## config.mk

```make
export PLATFORM = sky130hd
export DESIGN_NAME = cnt_seq_ctrl_flat
export DESIGN_NICKNAME = d
export VERILOG_FILES = /design/src/rtl/cnt_seq_ctrl_if.sv /design/src/rtl/cnt_seq_ctrl.sv /design/src/flat_wrapper.sv
export SDC_FILE = /design/constraint.sdc
export NUM_CORES = 1
export LEC_CHECK = 0
export ABC_AREA = 1
export BUFFER_PORTS_ARGS = -buffer_cell sky130_fd_sc_hd__buf_2
export CORE_MARGIN = 5
export CORE_UTILIZATION = 40
export DETAILED_ROUTE_END_ITERATION = 7
export GPL_TIMING_DRIVEN = 0
export PLACE_DENSITY = 0.66
export REMOVE_ABC_BUFFERS = 1
export SLEW_MARGIN = 20
export SYNTH_ARGS = -nofsm -noshare
export SYNTH_HDL_FRONTEND = slang
export SYNTH_SLANG_ARGS = --single-unit
```

## constraint.sdc

```tcl
create_clock -name clk -period 1.4 [get_ports clk]
set_input_delay 0.07 -clock clk [delete_from_list [all_inputs] [get_ports clk]]
set_output_delay 0.07 -clock clk [all_outputs]
set_load 0.03 [all_outputs]
```

## src/rtl/cnt_seq_ctrl_if.sv

```systemverilog
// Handshake and status bundle between cnt_seq_ctrl, its requester and the cnt datapath.
// The master side drives requests and the counter state, and the slave side is the sequencer.
interface cnt_seq_ctrl_if #(
    parameter int CW = 3,
    parameter int TW = 4
);
    logic          start;
    logic [CW-1:0] target;
    logic [TW-1:0] max_steps;
    logic          abort;
    logic [CW-1:0] cnt_q;
    logic          cnt_en;
    logic          cnt_clr;
    logic          busy;
    logic          done;
    logic          hit;
    logic          timeout;
    logic [TW-1:0] steps;

    modport master (
        output start, target, max_steps, abort, cnt_q,
        input  cnt_en, cnt_clr, busy, done, hit, timeout, steps
    );

    modport slave (
        input  start, target, max_steps, abort, cnt_q,
        output cnt_en, cnt_clr, busy, done, hit, timeout, steps
    );
endinterface

```

## src/rtl/cnt_seq_ctrl.sv

```systemverilog
// Sequencer for the cnt datapath. It clears the counter and then steps it until cnt_q matches
// the target or the step budget is exhausted. Every output comes straight from a flop.
module cnt_seq_ctrl #(
    parameter int CW = 3,
    parameter int TW = 4
) (
    input  logic          clk,
    input  logic          reset,
    cnt_seq_ctrl_if.slave bus
);

    typedef enum logic [2:0] {
        S_IDLE,
        S_CLEAR,
        S_CHECK,
        S_RUN,
        S_DONE
    } state_e;

    state_e        state_q, state_d;
    logic [CW-1:0] target_q, target_d;
    logic [TW-1:0] max_q, max_d;
    logic [TW-1:0] steps_q, steps_d;
    logic          hit_q, hit_d;
    logic          timeout_q, timeout_d;
    logic          cnt_en_q, cnt_en_d;
    logic          cnt_clr_q, cnt_clr_d;
    logic          busy_q, busy_d;
    logic          done_q, done_d;

    // NOTE: every signal gets its default before the case statement. Any path that skips an
    // assignment would then hold its old value, and that would infer a latch.
    always_comb begin
        state_d   = state_q;
        target_d  = target_q;
        max_d     = max_q;
        steps_d   = steps_q;
        hit_d     = hit_q;
        timeout_d = timeout_q;

        unique case (state_q)
            S_IDLE: begin
                if (bus.start) begin
                    target_d  = bus.target;
                    max_d     = bus.max_steps;
                    steps_d   = '0;
                    hit_d     = 1'b0;
                    timeout_d = 1'b0;
                    state_d   = S_CLEAR;
                end
            end
            S_CLEAR: state_d = S_CHECK;
            S_CHECK: begin
                // cnt_q has settled from the previous clear or step, so it is safe to compare here.
                if (bus.abort) begin
                    hit_d     = 1'b0;
                    timeout_d = 1'b0;
                    state_d   = S_DONE;
                end else if (bus.cnt_q == target_q) begin
                    hit_d   = 1'b1;
                    state_d = S_DONE;
                end else if (steps_q == max_q) begin
                    timeout_d = 1'b1;
                    state_d   = S_DONE;
                end else begin
                    state_d = S_RUN;
                end
            end
            S_RUN: begin
                steps_d = steps_q + 1'b1;
                state_d = bus.abort ? S_DONE : S_CHECK;
            end
            S_DONE:  state_d = S_IDLE;
            default: state_d = S_IDLE;
        endcase

        // Outputs are decoded from the next state so that they can be registered alongside it.
        cnt_en_d  = (state_d == S_RUN);
        cnt_clr_d = (state_d == S_CLEAR);
        busy_d    = (state_d != S_IDLE);
        done_d    = (state_d == S_DONE);
    end

    // NOTE: sequential state uses non-blocking assignments only. Every flop then samples
    // pre-edge values, whatever order the simulator evaluates the blocks in.
    always_ff @(posedge clk or negedge reset) begin
        if (!reset) begin
            state_q   <= S_IDLE;
            target_q  <= '0;
            max_q     <= '0;
            steps_q   <= '0;
            hit_q     <= 1'b0;
            timeout_q <= 1'b0;
            cnt_en_q  <= 1'b0;
            cnt_clr_q <= 1'b0;
            busy_q    <= 1'b0;
            done_q    <= 1'b0;
        end else begin
            state_q   <= state_d;
            target_q  <= target_d;
            max_q     <= max_d;
            steps_q   <= steps_d;
            hit_q     <= hit_d;
            timeout_q <= timeout_d;
            cnt_en_q  <= cnt_en_d;
            cnt_clr_q <= cnt_clr_d;
            busy_q    <= busy_d;
            done_q    <= done_d;
        end
    end

    assign bus.cnt_en  = cnt_en_q;
    assign bus.cnt_clr = cnt_clr_q;
    assign bus.busy    = busy_q;
    assign bus.done    = done_q;
    assign bus.hit     = hit_q;
    assign bus.timeout = timeout_q;
    assign bus.steps   = steps_q;

endmodule

```

## src/flat_wrapper.sv

```systemverilog
// flat-port wrapper written by rule: the top's interface ports become plain ports
module cnt_seq_ctrl_flat 
#(
    parameter int CW = 3,
    parameter int TW = 4
)
  (clk, reset, bus_start, bus_target, bus_max_steps, bus_abort, bus_cnt_q, bus_cnt_en, bus_cnt_clr, bus_busy, bus_done, bus_hit, bus_timeout, bus_steps);
  cnt_seq_ctrl_if #(.CW(CW), .TW(TW)) bus_i ();
  input  logic clk;
  input  logic reset;
  input wire logic [$bits(bus_i.start)-1:0] bus_start;
  input wire logic [$bits(bus_i.target)-1:0] bus_target;
  input wire logic [$bits(bus_i.max_steps)-1:0] bus_max_steps;
  input wire logic [$bits(bus_i.abort)-1:0] bus_abort;
  input wire logic [$bits(bus_i.cnt_q)-1:0] bus_cnt_q;
  output wire logic [$bits(bus_i.cnt_en)-1:0] bus_cnt_en;
  output wire logic [$bits(bus_i.cnt_clr)-1:0] bus_cnt_clr;
  output wire logic [$bits(bus_i.busy)-1:0] bus_busy;
  output wire logic [$bits(bus_i.done)-1:0] bus_done;
  output wire logic [$bits(bus_i.hit)-1:0] bus_hit;
  output wire logic [$bits(bus_i.timeout)-1:0] bus_timeout;
  output wire logic [$bits(bus_i.steps)-1:0] bus_steps;
  assign bus_i.start = bus_start;
  assign bus_i.target = bus_target;
  assign bus_i.max_steps = bus_max_steps;
  assign bus_i.abort = bus_abort;
  assign bus_i.cnt_q = bus_cnt_q;
  assign bus_cnt_en = bus_i.cnt_en;
  assign bus_cnt_clr = bus_i.cnt_clr;
  assign bus_busy = bus_i.busy;
  assign bus_done = bus_i.done;
  assign bus_hit = bus_i.hit;
  assign bus_timeout = bus_i.timeout;
  assign bus_steps = bus_i.steps;
  cnt_seq_ctrl #(.CW(CW), .TW(TW)) u_core (.clk(clk), .reset(reset), .bus(bus_i));
endmodule
```

==> results of run 1 <==
## state kept, by name, summed over array words and instances (netlist names)
register and flops:
u_core.state_q 3, u_core.bus.timeout 1, u_core.bus.cnt_en 1, u_core.bus.done 1
u_core.bus.cnt_clr 1, u_core.bus.busy 1, u_core.bus.steps 4, u_core.bus.hit 1
u_core.max_q 4, u_core.target_q 3
## metrics by stage
| stage | std cells | setup WS (ps) | hold slack, ps | power [uW] |
|---|---|---|---|---|
| global route | 174 | 3.52 | 108 | 2750 |
| CTS | 174 | 117 | 84.0 | 2550 |
| finish | 174 | 153 | 92.1 | 2530 |
| global placement | 162 | 149 | 43.9 | 2010 |
| detailed placement | 162 | 136 | 48.8 | 2050 |
| floorplan | 111 | 70.9 | -226 | 1760 |
## cell families after synthesis
group                      after synthesis
AOI/OAI and AO/OA                       16
DFF                                     20
adders and majority gates                1
and+or+nand+nor                         49
buffers and inverters                   23
xor gates and xnor gates                 3
## metal layers
metal | up-vias | GRT usage (%) | part of all wire [%]
li1 | 413 | - | -
met1 | 363 | 16.2 | 44
met2 | 12 | 24.9 | 51
met3 | 4 | 1.97 | 3.1
met4 | 0 | 6.62 | 1.7
met5 | - | 0 | 0
## cells in the final DEF, fill, tap and decap left out, types with 2 or more instances in the layout
cell type | Yosys | layout
a21oi_1 | 3 | 2
buf_2 | 0 | 23
clkbuf_4 | 0 | 3
dfrtp_1 | 20 | 20
dlygate4sd3_1 | 0 | 8
inv_1 | 15 | 15
inv_2 | 7 | 7
nand2_1 | 33 | 33
nand3_1 | 4 | 4
nor2_1 | 6 | 6
nor2_2 | 2 | 2
o21ai_0 | 2 | 2
o21ai_1 | 7 | 7
o22ai_1 | 2 | 2
xnor2_1 | 2 | 2
## worst register-to-register path: cells and delay by family (launching register included)
family / cells / cell delay [ps]
and+or+nand+nor: 6 / 570
buffers and inverters: 2 / 130
DFF: 1 / 450
## synth_stat cells
cell | number | area [um^2]
nor2_1 | 6 | 22.5
a211oi_1 | 1 | 7.51
nand3_2 | 1 | 10.0
nand3_1 | 4 | 20.0
nor2_2 | 2 | 12.5
o22ai_1 | 2 | 12.5
or2_1 | 1 | 6.26
inv_1 | 15 | 56.3
inv_2 | 7 | 26.3
nand4_2 | 1 | 12.5
dfrtp_1 | 20 | 500
xor2_1 | 1 | 8.76
a21oi_1 | 3 | 15.0
buf_4 | 1 | 7.51
o21ai_1 | 7 | 35.0
nand2_1 | 33 | 124
xnor2_1 | 2 | 17.5
nand2_2 | 1 | 6.26
o21ai_0 | 2 | 10.0
o21ba_1 | 1 | 10.0
ha_1 | 1 | 12.5
## path summary, 6_finish.rpt
path	start	cells past startpoint	to	slack, ps
setup reg to reg	u_core.bus.steps[0]	8	u_core.state_q[1]	150
min in group asynchronous	reset	2	u_core.state_q[0]	230
setup / recovery	u_core.bus.steps[0]	8	u_core.state_q[1]	150
hold / removal	bus_start	3	u_core.state_q[0]	90
max in group asynchronous	reset	2	u_core.bus.steps[3]	860
hold reg to reg	u_core.bus.timeout	2	u_core.bus.timeout	520
## final cells by class
cell class / count / area [um^2]
Fill cell: 226 / 1000
Clock buffer: 3 / 22.5
Tap cell: 28 / 35.0
Timing Repair Buffer: 31 / 195
Multi-Input combinational cell: 69 / 347
Clock inverter: 1 / 30.0
Inverter: 22 / 82.6
Sequential cell: 20 / 500
## repair_timing
item,in CTS,in global routing
setup buffers,0,0
endpoints found under the setup margin,0,1
endpoints found under the hold margin,27,0
hold buffers,8,0
resized for setup,0,1
## report_power, final
group	switching, uW	total, uW	internal, uW
clock network	187	477	290
registers	148	955	807
logic	726	1090	369
==> impl_metrics.json, run 1 <==
{
  "portBuffers": 23,
  "drt_wl_total_um": 1930,
  "ys_ff_latch": 20,
  "worst_pin_slew_ps": 445,
  "slew_violations": 0,
  "ant_nets": 0,
  "synthMuxAreaShare_pct": 0,
  "yosys.area_share.adder_pct": 1.34,
  "cts.sinks": 20,
  "synth_cell_types": 21,
  "cpPeakStageDelay_ps": 450,
  "path_buf_inv": 2,
  "clock_path_buffers": 2,
  "outcome": "complete, no violations",
  "cts.clk_slew.worst_paths_ps": 120,
  "gp_congestion": 0.734,
  "dieArea_um2": 3400,
  "cts_made_buffers": 3,
  "design_area_um2": 1210,
  "drt_first_pass_iters": 3,
  "fin_util_pct": 54.8,
  "layout.nets": 162,
  "synth_area_um2": 933,
  "critPathMaxFanout": 5,
  "gr-total-overflow": 0,
  "synth-simple-area-share_pct": 22.9,
  "rsz0062_at_grt": "false",
  "setup-tns-final_ps": 0,
  "finalSetupViolations": 0,
  "grt_usage_pct": 13.9,
  "finalHoldViolCount": 0,
  "antenna_found_initial": 0,
  "die_h_um": 58.3,
  "drv_cap": 0,
  "tritoncts": "done",
  "yosys_warnings": 0,
  "clock.fmax_ghz": 0.802,
  "drc": 0,
  "dpl-instance-area_um2": 1080,
  "crit_path_end_kind": "flop",
  "synth-compound-area-share_pct": 9.65,
  "grt_start_max_net_pins": 21,
  "avgRoutedWirePerCell_um": 11.1,
  "diodes": 0,
  "synth_top_family_by_area": "simple AND/OR/NAND/NOR gates",
  "path_class": "reg -> reg",
  "hold_class": "in -> reg",
  "arrival_ps": 1450,
  "clock_latency_ps": 310,
  "relSlewSlack_pct": 70.4,
  "syn2layout_area_growth_pct": 29.9,
  "path_cells": "inv_1, nand2_1, nand2_1, nor2_2, nand2_2, nand4_2, inv_2, or2_1",
  "drive_gt1_share_pct": 27.4,
  "grt_pass1_wl_um": 3680,
  "grt_pass1_vias": 892,
  "timing.final.crit_period_ps": 1250,
  "ir_worst_vdd_uv": 1160,
  "dp_hpwl_um": 1420,
  "fin_worst_skew_ps": 8.45,
  "period_share_pct": 89.1,
  "p_leak_uw": 0.000699,
  "row_count": 17,
  "cts_root_buf": "clkbuf_4",
  "required_ps": 1610,
  "die_w_um": 58.3,
  "ioPinCount": 24,
  "drt-vias-per-instance": 4.55,
  "crit_path_top_delay_cell": "dfrtp_1",
  "floorplan.initialDensity_pct": 42.2,
  "ys_seq_area_share_pct": 53.6,
  "core_um2": 2210,
  "synth_area_per_cell_um2": 8.33,
  "syn-instance-count": 112,
  "crit_family": "simple AND/OR/NAND/NOR gates",
  "cp-start-kind": "flop",
  "power_density_nw_per_um2": 2080,
  "path_common_cell": "nand2_1",
  "drtIter0Drc": 6,
  "h-tree-depth": 1,
  "vias": 792,
  "synth_xor_area_share_pct": 2.82
}
Note: power is estimated with default switching activity, not from simulation.
==> run 2, diff against run 1 <==
--- a/config.mk
+++ b/config.mk
@@ -7,11 +7,13 @@
 export LEC_CHECK = 0
 export ABC_AREA = 1
 export BUFFER_PORTS_ARGS = -buffer_cell sky130_fd_sc_hd__buf_2
+export CORE_ASPECT_RATIO = 1.2
 export CORE_MARGIN = 5
-export CORE_UTILIZATION = 40
+export CORE_UTILIZATION = 30
+export CTS_CLUSTER_SIZE = 12
 export DETAILED_ROUTE_END_ITERATION = 7
 export GPL_TIMING_DRIVEN = 0
-export PLACE_DENSITY = 0.66
+export PLACE_DENSITY = 0.53
 export REMOVE_ABC_BUFFERS = 1
 export SLEW_MARGIN = 20
 export SYNTH_ARGS = -nofsm -noshare
==> impl_metrics.json, run 2 (synthesis results as in run 1) <==
{
  "tritoncts": "done",
  "multiInputGateArea_um2": 347,
  "rsz0062_at_grt": "false",
  "ant_nets": 0,
  "avgRoutedWirePerCell_um": 10.1,
  "clock_latency_ps": 290,
  "row_count": 22,
  "outcome": "complete, no violations",
  "drt-vias-per-instance": 4.35,
  "fin_util_pct": 39.7,
  "grt_usage_pct": 9.92,
  "mostFrequentLayoutCells": "33 x nand2_1, 23 x buf_2, 19 x dfrtp_1",
  "use_met1_pct": 11.3,
  "worst_pin_slew_ps": 445,
  "hold_depth": 3,
  "drv_cap": 0,
  "drive_gt1_share_pct": 28.8,
  "portBuffers": 23,
  "arrival_ps": 1410,
  "timing.final.crit_period_ps": 1220,
  "die_w_um": 60.9,
  "ir_worst_vdd_uv": 853,
  "drt_wl_total_um": 1850,
  "grt_busiest_layer": "met2",
  "required_ps": 1590,
  "grt_pass1_vias": 803,
  "dp_hpwl_um": 1390,
  "clock_path_buffers": 2,
  "finalSetupViolations": 0,
  "diodes": 0,
  "cts_root_buf": "clkbuf_4",
  "num-fill-cells": 337,
  "cts.sinks": 20,
  "setup-tns-final_ps": 0,
  "grt_start_max_net_pins": 21,
  "path_class": "reg -> reg",
  "die_h_um": 71.1,
  "grt_pass1_wl_um": 3280,
  "h-tree-depth": 1,
  "p_leak_uw": 0.000688,
  "syn2layout_area_growth_pct": 28.7,
  "gp_congestion": 0.735,
  "rr_worst_depth": 8,
  "layout.nets": 163,
  "dieArea_um2": 4330,
  "ioPinCount": 24,
  "cp-start-kind": "flop",
  "power_density_nw_per_um2": 1930,
  "dpl-instance-area_um2": 1090,
  "finalHoldViolCount": 0,
  "grt_util_met2_pct": 17.0,
  "design_area_um2": 1200,
  "critPathMaxFanout": 5,
  "clock.fmax_ghz": 0.817,
  "drtIter0Drc": 11,
  "gr-total-overflow": 0,
  "crit_path_end_kind": "flop",
  "period_share_pct": 87.4,
  "layout_commonest_cell": "nand2_1",
  "hold_ws_ps": 121,
  "fin_worst_skew_ps": 2.06,
  "hold_class": "in -> reg",
  "cts_made_buffers": 3,
  "drt_first_pass_iters": 4,
  "drc": 0,
  "cts.clk_slew.worst_paths_ps": 100,
  "core_um2": 3030,
  "floorplan.initialDensity_pct": 30.8,
  "slew_violations": 0,
  "vias": 792,
  "antenna_found_initial": 0,
  "use_met3_pct": 2.37,
  "relSlewSlack_pct": 70.3,
  "layout.area.seq_um2": 502
}
==> run 2: cell types whose count changed in the layout (fill, tap and decap cells not counted), sizes merged <==
cell and delta:
buf +1, bufinv -1
==> run 2: power by group <==
| group | switching (uW) | internal [uW] |
|---|---|---|
| combinational | 714 | 385 |
| clock | 161 | 100 |
| sequential | 142 | 811 |
| total | 1020 | 1300 |
==> run 2: through the flow <==
stage / std cells / setup slack (ps) / total power (uW)
floorplan: 111 / 70.9 / 1760
global placement: 170 / 127 / 2020
detailed placement: 170 / 123 / 2040
CTS: 181 / 103 / 2330
global route: 182 / 18.4 / 2540
finish: 182 / 176 / 2310
==> run 2: area by class of cell <==
type / count / share of cell area, %
multi-input combinational: 69 / 28.9
inverter: 22 / 6.88
tap: 36 / 3.75
sequential: 20 / 41.8
clock buffer: 3 / 1.88
timing repair buffer: 32 / 16.9
==> run 2: worst max-delay path, cell delays in order (launching register included) <==
cell,delay [ps]
dfrtp_1,450
inv_2,60
nand2_1,50
nand2_1,50
nor2_2,110
nand2_2,70
nand4_2,90
inv_2,40
or2_1,200
==> run 2: final timing paths <==
path / slack [ps] / startpoint / to
max: 180 / u_core.bus.steps[2] / u_core.state_q[1]
min: 120 / bus_start / u_core.state_q[0]
max reg2reg: 180 / u_core.bus.steps[2] / u_core.state_q[1]
min reg2reg: 520 / u_core.bus.timeout / u_core.bus.timeout
max in group asynchronous: 820 / reset / u_core.bus.steps[1]
min in group asynchronous: 250 / reset / u_core.bus.hit
==> run 2: per-layer routing <==
layer	routed length, um	vias to the layer above
met2	905	17
met5	0	-
met1	805	359
met3	113	4
li1	-	412
met4	22	0
==> run 2: what timing repair did <==
| item | CTS | global route |
|---|---|---|
| hold buffers | 8 | 0 |
| setup endpoints to repair | 0 | 3 |
| hold endpoints to repair | 27 | 0 |
| resized for setup | 0 | 3 |
| setup buffers | 0 | 1 |
